<file path="src/rtl/stopwatch_pkg.sv">
// Shared BCD types and helpers for the stopwatch count path.
package stopwatch_pkg;

  localparam int BCD_DIGITS = 4;

  typedef logic [3:0] bcd_digit_t;
  typedef bcd_digit_t [BCD_DIGITS-1:0] bcd_word_t;

  // True when every nibble of the word is a legal decimal digit.
  function automatic logic bcd_valid(input bcd_word_t word);
    logic ok;
    ok = 1'b1;
    for (int i = 0; i < BCD_DIGITS; i++) begin
      if (word[i] > 4'd9) ok = 1'b0;
    end
    return ok;
  endfunction

endpackage

</file>
<file path="src/rtl/bcd_digit.sv">
// One decimal digit of the up/down chain: steps by one with carry/borrow out.
module bcd_digit
  import stopwatch_pkg::*;
(
  input  bcd_digit_t digit,
  input  logic       up,
  input  logic       step_in,
  output bcd_digit_t next_digit,
  output logic       step_out
);

  always_comb begin
    next_digit = digit;
    step_out   = 1'b0;
    if (step_in) begin
      if (up) begin
        if (digit >= 4'd9) begin
          next_digit = 4'd0;
          step_out   = 1'b1;
        end else begin
          next_digit = digit + 4'd1;
        end
      end else begin
        if (digit == 4'd0) begin
          next_digit = 4'd9;
          step_out   = 1'b1;
        end else begin
          next_digit = digit - 4'd1;
        end
      end
    end
  end

endmodule

</file>
<file path="src/rtl/bcd_updown_counter.sv">
// Four-digit saturating BCD up/down counter with prescaler and validated load.
module bcd_updown_counter #(
  parameter int          TICK_DIV = 1000,
  parameter logic [15:0] MAX_BCD  = 16'h4930,
  parameter logic [15:0] MIN_BCD  = 16'h1020
) (
  input  logic        CLK,
  input  logic        RST,
  input  logic        COUNT,
  input  logic        UpDown,
  input  logic        LOAD,
  input  logic [15:0] LOAD_VAL,
  output logic [15:0] Q,
  output logic        tick,
  output logic        at_max,
  output logic        at_min,
  output logic        load_err
);
  import stopwatch_pkg::*;

  localparam logic [15:0] TICK_LAST = 16'(TICK_DIV - 1);

  logic [15:0]         pcnt;
  bcd_word_t           q_word;
  bcd_word_t           stepped;
  logic [BCD_DIGITS:0] chain;
  logic                load_ok;
  logic                step_ok;

  assign q_word   = Q;
  assign chain[0] = 1'b1;

  for (genvar i = 0; i < BCD_DIGITS; i++) begin : g_digit
    bcd_digit u_digit (
      .digit      (q_word[i]),
      .up         (UpDown),
      .step_in    (chain[i]),
      .next_digit (stepped[i]),
      .step_out   (chain[i+1])
    );
  end

  // Gated by RST so tick drops the instant reset asserts, even with TICK_DIV = 1.
  assign tick    = RST & COUNT & (pcnt == TICK_LAST);
  assign at_max  = (Q == MAX_BCD);
  assign at_min  = (Q == MIN_BCD);
  assign load_ok = bcd_valid(LOAD_VAL) && (LOAD_VAL >= MIN_BCD) && (LOAD_VAL <= MAX_BCD);
  assign step_ok = (UpDown ? !at_max : !at_min) && !chain[BCD_DIGITS];

  always_ff @(posedge CLK or negedge RST) begin
    if (!RST) begin
      pcnt <= 16'd0;
    end else if (COUNT) begin
      pcnt <= (pcnt == TICK_LAST) ? 16'd0 : pcnt + 16'd1;
    end
  end

  // A load request always swallows a coincident tick, accepted or not.
  always_ff @(posedge CLK or negedge RST) begin
    if (!RST) begin
      Q        <= MIN_BCD;
      load_err <= 1'b0;
    end else begin
      load_err <= LOAD & ~load_ok;
      if (LOAD) begin
        if (load_ok) Q <= LOAD_VAL;
      end else if (tick && step_ok) begin
        Q <= stepped;
      end
    end
  end

endmodule

</file>
<file path="config.mk">
export PLATFORM = sky130hd
export DESIGN_NAME = bcd_updown_counter
export DESIGN_NICKNAME = d
export VERILOG_FILES = /design/src/rtl/stopwatch_pkg.sv /design/src/rtl/bcd_digit.sv /design/src/rtl/bcd_updown_counter.sv
export SDC_FILE = /design/constraint.sdc
export NUM_CORES = 1
export LEC_CHECK = 0
export BUFFER_PORTS_ARGS = -buffer_cell sky130_fd_sc_hd__clkbuf_2
export CAP_MARGIN = 20
export CORE_ASPECT_RATIO = 1.2
export CORE_UTILIZATION = 53
export CTS_CLUSTER_SIZE = 28
export DETAILED_ROUTE_END_ITERATION = 10
export PLACE_DENSITY = 0.75
export SLEW_MARGIN = 30
export SYNTH_ARGS = -nofsm -noshare
export SYNTH_HDL_FRONTEND = slang
export SYNTH_SLANG_ARGS = --single-unit
</file>
<file path="constraint.sdc">
create_clock -name CLK -period 7.1 [get_ports CLK]
set_input_delay 1.42 -clock CLK [delete_from_list [all_inputs] [get_ports CLK]]
set_output_delay 1.42 -clock CLK [all_outputs]
set_load 0.02 [all_outputs]
</file>
# Word level (Yosys, flattened, before mapping)
# Cells that the tools add are included.
totals:
  regBits: 33
  output_inout_bits: 20
classes:
  n_mux: 39
  order_cmp: 10
  n_reduce_logical: 19
  n_bitwise: 4
  eq_ne: 4
  n_addsub: 9
ops:
  columns: ["operator", "n"]
  rows:
  - ["$mux W16", 4]
  - ["$mux W4", 15]
  - ["$mux W1", 20]
  - ["$add A16 B1 Y16 const B", 1]
  - ["$add A4 B1 Y4 const B", 4]
  - ["$eq A16 B10 Y1 const B", 1]
  - ["$eq A16 B13 Y1 const B", 1]
  - ["$eq A16 B15 Y1 const B", 1]
  - ["$ge A16 B13 Y1 const B", 1]
  - ["$ge A4 B4 Y1 const B", 4]
  - ["$gt A4 B4 Y1 const B", 4]
  - ["$le A16 B15 Y1 const B", 1]
  - ["$logic_not A4 Y1", 4]
  - ["$sub A4 B1 Y4 const B", 4]
  - ["$reduce_and A3 Y1", 3]
  - ["$reduce_bool A2 Y1", 4]
  - ["$logic_and A1 B1 Y1", 4]
  - ["$and A1 B1 Y1", 3]
  - ["$logic_not A1 Y1", 3]
  - ["$ne A2 B1 Y1 const B", 1]
  - ["$reduce_and A2 Y1", 1]
  - ["$not A1 Y1", 1]

# Logic depth before layout (Yosys ltp)
# Gate-level depths: netlist (run 1).
depth:
  word_depth: 11
  mapped_depth: 8
  mapped_depth_nobuf: 8

# By module
# A second synthesis (run 1) with hierarchy kept.
hier_totals:
  cells_unflattened: 396
  hier_area_um2: 3268.1
modules_own_cells:
  columns: ["mod", "area_per_inst_um2", "cells_per_inst", "instances"]
  rows:
  - ["bcd_updown_counter", 2107.0, 244, 1]
  - ["bcd_digit", 290.3, 38, 4]

# Least setup slack after synthesis (run 1)
# No wires, ideal clock.
synth_path:
  kind: "input to output"
  startpoint: "input port COUNT"
  endpoint: "output port tick"
  stages: 4
  arrival_ps: 2064
  t_required_ps: 5680
  setup_slack_ps: 3616
  path_buffers: 0
  cell_sequence: "nand2_1 nor3_1 nand3_1 nor2_1"
synth_between:
  elab_chain_cells: 2
synth_lines:
  columns: ["element", "line", "rtl"]
  rows:
  - ["from (decl)", "bcd_updown_counter.sv:9", "input logic COUNT,"]
  - ["$and A1 B1 Y1 (2 in series)", "bcd_updown_counter.sv:44", "assign tick = RST & COUNT & (pcnt == TICK_LAST);"]
  - ["to (decl)", "bcd_updown_counter.sv:14", "output logic tick,"]
# Every way passes these cells.

# Worst setup path after layout (run 1)
layout_path:
  startpoint: "input port RST"
  endpoint: "output port tick"
layout_between:
  elab_chain_cells: 2
layout_lines:
  columns: ["element", "line", "rtl"]
  rows:
  - ["from (decl)", "bcd_updown_counter.sv:8", "input logic RST,"]
  - ["$and A1 B1 Y1 (2 in series)", "bcd_updown_counter.sv:44", null]
# Every way passes these cells.

==> run_summary.xml, run 1 <==
<?xml version="1.0" encoding="UTF-8"?>
<metrics>
  <group name="run_status">
    <metric name="status" unit="">finished, final reports clean</metric>
  </group>
  <group name="flow_run">
    <metric name="drv.max_cap_violation_count" unit="">0</metric>
  </group>
  <group name="yosys">
    <metric name="ys.warnings.count" unit="">0</metric>
    <metric name="netlist.top_cell.by_area" unit="">dfrtp_1</metric>
    <metric name="synth_edf_count" unit="">0</metric>
    <metric name="ys_ff_latch" unit="">33</metric>
    <metric name="main_area_contributors_after_synthesis" unit="">dfrtp_1 29%, ha_1 6.5%, xnor2_1 5.2%</metric>
    <metric name="synth_most_common_cell" unit="">dfrtp_1</metric>
    <metric name="synthesis.nets" unit="">344</metric>
    <metric name="syn_area" unit="sq um">2680</metric>
    <metric name="yosysTopAreaCellShare" unit="">0.289</metric>
    <metric name="synth-seq-area-share" unit="">0.309</metric>
    <metric name="synth_top_cells_by_count" unit="">31 x dfrtp_1, 27 x nor2_1, 24 x inv_1, 24 x nand2_1, 21 x o21ai_0</metric>
    <metric name="synth_ff_type" unit="">dfrtp_1</metric>
    <metric name="synth_cell_types" unit="">59</metric>
    <metric name="synth.avg_cell_area" unit="sq um">8.68</metric>
    <metric name="synth_async_sr_flop_share" unit="">1.00</metric>
    <metric name="synthesis.instances" unit="">309</metric>
  </group>
  <group name="cells_and_area">
    <metric name="utilization" unit="">0.613</metric>
    <metric name="seqCellArea" unit="sq um">828</metric>
    <metric name="areaGrowthSynthToFinish" unit="%">12.2</metric>
    <metric name="final_cell_count_no_fill" unit="">404</metric>
    <metric name="nNetsFinal" unit="">378</metric>
    <metric name="area_occupied_by_multi_input_gates" unit="sq um">1710</metric>
    <metric name="drive_above_1_share" unit="">0.224</metric>
    <metric name="antenna-diode-count" unit="">0</metric>
    <metric name="n_fill_cell" unit="">437</metric>
  </group>
  <group name="min_path">
    <metric name="worst_hold_depth" unit="">1</metric>
    <metric name="min_path_type" unit="">flip-flop to flip-flop</metric>
    <metric name="hold_path.startpoint" unit="">pcnt[15]</metric>
    <metric name="holdPathEnd" unit="">pcnt[15]</metric>
  </group>
  <group name="timing">
    <metric name="hold_violations" unit="">0</metric>
    <metric name="fin_tns_setup" unit="ns">0</metric>
    <metric name="fin_worst_skew" unit="ns">0.0111</metric>
    <metric name="final_max_slew_viol_count" unit="">0</metric>
    <metric name="min_period_over_period" unit="">0.530</metric>
    <metric name="final.min_clock_period" unit="ns">3.76</metric>
    <metric name="fmaxAchievable" unit="GHz">0.266</metric>
    <metric name="setup_repair_after_global_routing_missed_its_margin" unit="">no</metric>
    <metric name="final.hold.worst_slack" unit="ns">0.504</metric>
    <metric name="setup-violations-final" unit="">0</metric>
    <metric name="slew_headroom" unit="">0.548</metric>
    <metric name="worst_slew_pin_slew" unit="ns">0.678</metric>
  </group>
  <group name="detailed_routing">
    <metric name="num_vias" unit="">2455</metric>
    <metric name="firstDrtPassIters" unit="">5</metric>
    <metric name="via_per_inst" unit="">6.08</metric>
    <metric name="drc" unit="">0</metric>
    <metric name="route.antenna.remaining_nets" unit="">0</metric>
    <metric name="routed_wl" unit="mm">6.32</metric>
    <metric name="detail_route.wl_per_cell" unit="um">15.6</metric>
    <metric name="drt_iter0_drc" unit="">208</metric>
  </group>
  <group name="placed_design">
    <metric name="gp_congestion" unit="">0.890</metric>
    <metric name="hpwl_after_detailed_placement" unit="mm">4.57</metric>
    <metric name="placed_cells_incl_taps" unit="">396</metric>
    <metric name="buffer_ports.inserted" unit="">40</metric>
  </group>
  <group name="global_route">
    <metric name="grt_start_max_net_pins" unit="">38</metric>
    <metric name="global_route_total_usage_across_every_layer" unit="">0.250</metric>
    <metric name="first_global_vias" unit="">2254</metric>
    <metric name="grt_pass1_wl" unit="mm">10.2</metric>
    <metric name="grt_overflow" unit="">0</metric>
    <metric name="grt_antenna_before_repair" unit="">0</metric>
  </group>
  <group name="critical_path">
    <metric name="worstSetupEndpointType" unit="">primary output</metric>
    <metric name="crit_type" unit="">input port to primary output</metric>
    <metric name="critical_path.reg2reg.endpoint" unit="">Q[9]</metric>
    <metric name="rrSetupSlack" unit="ns">4.21</metric>
    <metric name="worst-endpoint-required" unit="ns">5.68</metric>
    <metric name="critical_path_peak_fanout" unit="">34</metric>
    <metric name="critical_path_arrival" unit="ns">2.34</metric>
    <metric name="worstRegToRegCells" unit="">8</metric>
    <metric name="start_kind" unit="">input port</metric>
    <metric name="reg2reg_from" unit="">Q[8]</metric>
  </group>
  <group name="die">
    <metric name="chipHeight" unit="um">79.9</metric>
    <metric name="start_util" unit="">0.547</metric>
    <metric name="floorplan.die_area" unit="sq um">5350</metric>
    <metric name="num_io_pins" unit="">41</metric>
    <metric name="std_cell_rows" unit="">28</metric>
    <metric name="placeableCoreArea" unit="sq um">4900</metric>
    <metric name="chipWidth" unit="um">66.9</metric>
  </group>
  <group name="clock_tree">
    <metric name="root_buffer" unit="">clkbuf_8</metric>
    <metric name="clock_path_buffers" unit="">2</metric>
    <metric name="cts_sinks" unit="">33</metric>
    <metric name="postCtsSetupRepairBufs" unit="">0</metric>
    <metric name="cts_made_buffers" unit="">5</metric>
    <metric name="holdBufCountCts" unit="">0</metric>
    <metric name="cts_tree" unit="">built</metric>
    <metric name="worst_skew_pair.late_latency" unit="ns">0.30</metric>
    <metric name="post_cts_resized" unit="">0</metric>
    <metric name="htreeDepth" unit="">2</metric>
    <metric name="clkSlewWorstSetupHoldPaths" unit="ns">0.06</metric>
  </group>
  <group name="power_and_ir_drop">
    <metric name="p_per_area" unit="nW/um^2">323</metric>
    <metric name="power_total" unit="W">0.000970</metric>
    <metric name="leakage" unit="nW">1.35</metric>
    <metric name="worst_ir_drop_on_vdd" unit="mV">0.182</metric>
  </group>
</metrics>
## how the worst max path moves through the flow
stage	start	end	slack, ns	cells past startpoint
after floorplan	COUNT	tick	3.62	4
after global placement	RST	tick	3.31	5
after CTS	RST	tick	3.29	5
after global routing	RST	tick	3.19	5
after detailed placement	UpDown	Q[1]	3.28	7
final	RST	tick	3.34	5
## critical path, cell delays in order
cell,delay (ns)
clkbuf_2,0.08
buf_4,0.37
inv_1,0.15
nor2_1,0.12
clkbuf_2,0.17
## metrics by stage
stage / instance area, sq um / setup slack, ns
6_report: 3010 / 3.34
5_1_grt: 3010 / 3.19
4_1_cts: 3000 / 3.29
3_5_place_dp: 2900 / 3.28
3_3_place_gp: 2900 / 3.31
2_1_floorplan: 2680 / 3.62
## flip-flops by register name (all words and copies together), names as in the netlist
signal and flops:
pcnt 16, Q 16, load_err 1
## cell families (layout without fill, tap and decap cells)
family                   after synthesis  after routing  share of synthesized area
AND/OR/NAND/NOR                      110            110                      0.224
multiplexers                          17             17                     0.0709
flip-flops                            33             33                      0.309
buffers and inverters                 38             73                     0.0569
XOR/XNOR                              19             19                     0.0621
adder cells (fa/ha/maj)               14             14                     0.0653
AO/OA/AOI/OAI                         78             78                      0.212
## area by class of cell
type	instances	share of cell area
clock buffer	7	0.0320
clock inverter	1	0.00166
inverter	24	0.0300
multi-input combinational	238	0.567
sequential	33	0.275
tap	60	0.0250
timing repair buffer	41	0.0691
## cells in the final DEF, fill, tap and decap left out, types with 4 or more instances in the layout
cell type   n
clkbuf_8    7
nand3_1    15
a311oi_1    4
nor4_1      4
a21oi_1    13
clkbuf_2   40
nand4_1     6
nand2_1    24
mux2i_1     7
inv_1      24
mux2_2      8
o22ai_1     6
a211oi_1    5
dfrtp_1    31
o21ai_0    21
nor2_1     27
xnor2_1    16
ha_1       14
## per-layer routing
layer  track usage  part of all wire  vias to the layer above
li1              -                 -                     1182
met1         0.302              0.42                     1166
met2         0.422              0.50                       86
met3        0.0457             0.049                       21
met4         0.117             0.031                        0
met5             0                 0                        -
## where the power goes
group,internal (W),total (W),switching [W]
combinational,0.000205,0.000462,0.000257
sequential,0.000242,0.000349,0.000106
clock,0.0000876,0.000160,0.0000723
(Power assumes the default switching activity.)
==> inputs of run 2 (changes only) <==
--- a/config.mk
+++ b/config.mk
@@ -8,10 +8,10 @@
 export BUFFER_PORTS_ARGS = -buffer_cell sky130_fd_sc_hd__clkbuf_2
 export CAP_MARGIN = 20
 export CORE_ASPECT_RATIO = 1.2
-export CORE_UTILIZATION = 53
+export CORE_UTILIZATION = 52
 export CTS_CLUSTER_SIZE = 28
 export DETAILED_ROUTE_END_ITERATION = 10
-export PLACE_DENSITY = 0.75
+export PLACE_DENSITY = 0.77
 export SLEW_MARGIN = 30
 export SYNTH_ARGS = -nofsm -noshare
 export SYNTH_HDL_FRONTEND = slang
==> constraint.sdc (replaced) <==
create_clock -name CLK -period 3.2 [get_ports CLK]
set_input_delay 0.64 -clock CLK [delete_from_list [all_inputs] [get_ports CLK]]
set_output_delay 0.64 -clock CLK [all_outputs]
set_load 0.02 [all_outputs]
==> run_summary.xml, run 2 (synthesis gave the netlist of run 1 again) <==
<?xml version="1.0" encoding="UTF-8"?>
<metrics>
  <group name="die">
    <metric name="chipWidth" unit="um">67.6</metric>
    <metric name="std_cell_rows" unit="">28</metric>
    <metric name="start_util" unit="">0.543</metric>
    <metric name="chipHeight" unit="um">80.7</metric>
    <metric name="placeableCoreArea" unit="sq um">4940</metric>
    <metric name="floorplan.die_area" unit="sq um">5450</metric>
    <metric name="num_io_pins" unit="">41</metric>
  </group>
  <group name="global_route">
    <metric name="grt_pass1_wl" unit="mm">9.87</metric>
    <metric name="grt_start_max_net_pins" unit="">37</metric>
    <metric name="grt_overflow" unit="">0</metric>
    <metric name="first_global_vias" unit="">2160</metric>
    <metric name="global_route_total_usage_across_every_layer" unit="">0.243</metric>
    <metric name="grt_antenna_before_repair" unit="">0</metric>
  </group>
  <group name="timing">
    <metric name="worst_slew_pin_slew" unit="ns">0.538</metric>
    <metric name="postLayoutSetupSlackWorst" unit="ns">0.393</metric>
    <metric name="final_max_slew_viol_count" unit="">0</metric>
    <metric name="hold_violations" unit="">0</metric>
    <metric name="fmaxAchievable" unit="GHz">0.356</metric>
    <metric name="slew_headroom" unit="">0.638</metric>
    <metric name="setup_repair_after_global_routing_missed_its_margin" unit="">no</metric>
    <metric name="final.min_clock_period" unit="ns">2.81</metric>
    <metric name="fin_worst_skew" unit="ns">0.00957</metric>
    <metric name="min_period_over_period" unit="">0.877</metric>
    <metric name="setup-violations-final" unit="">0</metric>
    <metric name="fin_tns_setup" unit="ns">0</metric>
  </group>
  <group name="cells_and_area">
    <metric name="antenna-diode-count" unit="">0</metric>
    <metric name="nNetsFinal" unit="">380</metric>
    <metric name="postLayoutCellArea" unit="sq um">3000</metric>
    <metric name="layout_commonest_cell" unit="">clkbuf_2</metric>
    <metric name="drive_above_1_share" unit="">0.217</metric>
    <metric name="mostFrequentLayoutCells" unit="">40 x clkbuf_2, 31 x dfrtp_1, 27 x nor2_1</metric>
    <metric name="utilization" unit="">0.607</metric>
    <metric name="areaGrowthSynthToFinish" unit="%">11.8</metric>
    <metric name="reg_top3" unit="">Q: 16 flops, pcnt: 16 flops, load_err: 1 flops</metric>
  </group>
  <group name="critical_path">
    <metric name="worstSetupEndpointType" unit="">flip-flop</metric>
    <metric name="cp-startpoint" unit="">Q[0]</metric>
    <metric name="rrSetupSlack" unit="ns">0.39</metric>
    <metric name="critical_path.reg2reg.endpoint" unit="">Q[1]</metric>
    <metric name="reg2reg_from" unit="">Q[0]</metric>
    <metric name="crit_path_end" unit="">Q[1]</metric>
    <metric name="critical-path-slowest-cell" unit="">a21boi_1</metric>
    <metric name="worst-endpoint-required" unit="ns">3.38</metric>
    <metric name="start_kind" unit="">flip-flop</metric>
    <metric name="critical_path_arrival" unit="ns">2.99</metric>
    <metric name="worstPathCellList" unit="">inv_1, ha_1, nor4b_1, a31o_2, a21boi_1, nand2_1, a21oi_4, mux2_2</metric>
    <metric name="worstRegToRegCells" unit="">8</metric>
    <metric name="critPathMaxStageDelay" unit="ns">0.45</metric>
    <metric name="critical_path_peak_fanout" unit="">7</metric>
    <metric name="crit_type" unit="">flip-flop to flip-flop</metric>
  </group>
  <group name="detailed_routing">
    <metric name="routed_wl" unit="mm">6.13</metric>
    <metric name="route.antenna.remaining_nets" unit="">0</metric>
    <metric name="num_vias" unit="">2388</metric>
    <metric name="via_per_inst" unit="">5.88</metric>
    <metric name="drc" unit="">0</metric>
    <metric name="firstDrtPassIters" unit="">4</metric>
    <metric name="detail_route.wl_per_cell" unit="um">15.1</metric>
    <metric name="drt_iter0_drc" unit="">171</metric>
  </group>
  <group name="clock_tree">
    <metric name="worst_skew_pair.late_latency" unit="ns">0.29</metric>
    <metric name="root_buffer" unit="">clkbuf_8</metric>
    <metric name="clock_path_buffers" unit="">2</metric>
    <metric name="clkSlewWorstSetupHoldPaths" unit="ns">0.07</metric>
    <metric name="holdBufCountCts" unit="">0</metric>
    <metric name="cts_made_buffers" unit="">5</metric>
    <metric name="cts_sinks" unit="">33</metric>
    <metric name="postCtsSetupRepairBufs" unit="">0</metric>
    <metric name="post_cts_resized" unit="">0</metric>
    <metric name="cts_tree" unit="">built</metric>
    <metric name="htreeDepth" unit="">2</metric>
  </group>
  <group name="flow_run">
    <metric name="drv.max_cap_violation_count" unit="">0</metric>
  </group>
  <group name="placed_design">
    <metric name="post_place_instance_area" unit="sq um">2920</metric>
    <metric name="buffer_ports.inserted" unit="">40</metric>
    <metric name="dp_slack" unit="ns">0.465</metric>
    <metric name="gp_congestion" unit="">0.890</metric>
    <metric name="hpwl_after_detailed_placement" unit="mm">4.51</metric>
  </group>
  <group name="run_status">
    <metric name="status" unit="">finished, final reports clean</metric>
  </group>
  <group name="power_and_ir_drop">
    <metric name="leakage" unit="nW">1.34</metric>
    <metric name="worst_ir_drop_on_vdd" unit="mV">0.354</metric>
    <metric name="p_per_area" unit="nW/um^2">698</metric>
  </group>
  <group name="min_path">
    <metric name="min_path_type" unit="">input port to asynchronous set/reset pin</metric>
  </group>
</metrics>
## run 2: worst min-delay path by stage
| stage | from | to | slack (ns) |
|---|---|---|---|
| final | RST | pcnt[14] | 0.39 |
| after global routing | RST | Q[4] | 0.43 |
| after floorplan | RST | Q[0] | 0.34 |
| after global placement | pcnt[15] | pcnt[15] | 0.49 |
| after detailed placement | pcnt[15] | pcnt[15] | 0.49 |
| after CTS | RST | Q[4] | 0.41 |
## run 2: layer usage
metal,wire length [um],share of wire,GRT usage,up-vias
met3,347,0.057,0.0582,10
met5,0,0,0,-
met4,71,0.012,0.0766,0
met1,2710,0.44,0.292,1117
met2,3000,0.49,0.417,73
li1,-,-,-,1188
## run 2: where the power goes
| part | internal [W] | switching (W) |
|---|---|---|
| Clock | 0.000154 | 0.000149 |
| Sequential | 0.000538 | 0.000232 |
| Combinational | 0.000452 | 0.000566 |
| Total | 0.00114 | 0.000947 |
## run 2: layout make-up
class	instances	area (sq um)
clock buffer	8	80.1
fill	428	1940
inverter	24	90.1
multi-input combinational	238	1700
sequential	33	828
tap	60	75.1
timing repair buffer	43	223
## run 2: through the flow
step	hold WS, ns	std cells	total power [W]
floorplan	0.344	309	0.00152
global placement	0.488	398	0.00177
detailed placement	0.492	398	0.00178
CTS	0.406	406	0.00209
global route	0.429	406	0.00226
finish	0.390	406	0.00209
## run 2: critical path: cells and delay by family, from the launching register on
family	cells	cell delay, ns
AND/OR/NAND/NOR	2	0.57
adder cells (fa/ha/maj)	1	0.28
AO/OA/AOI/OAI	3	0.90
flip-flops	1	0.44
buffers and inverters	1	0.15
multiplexers	1	0.35
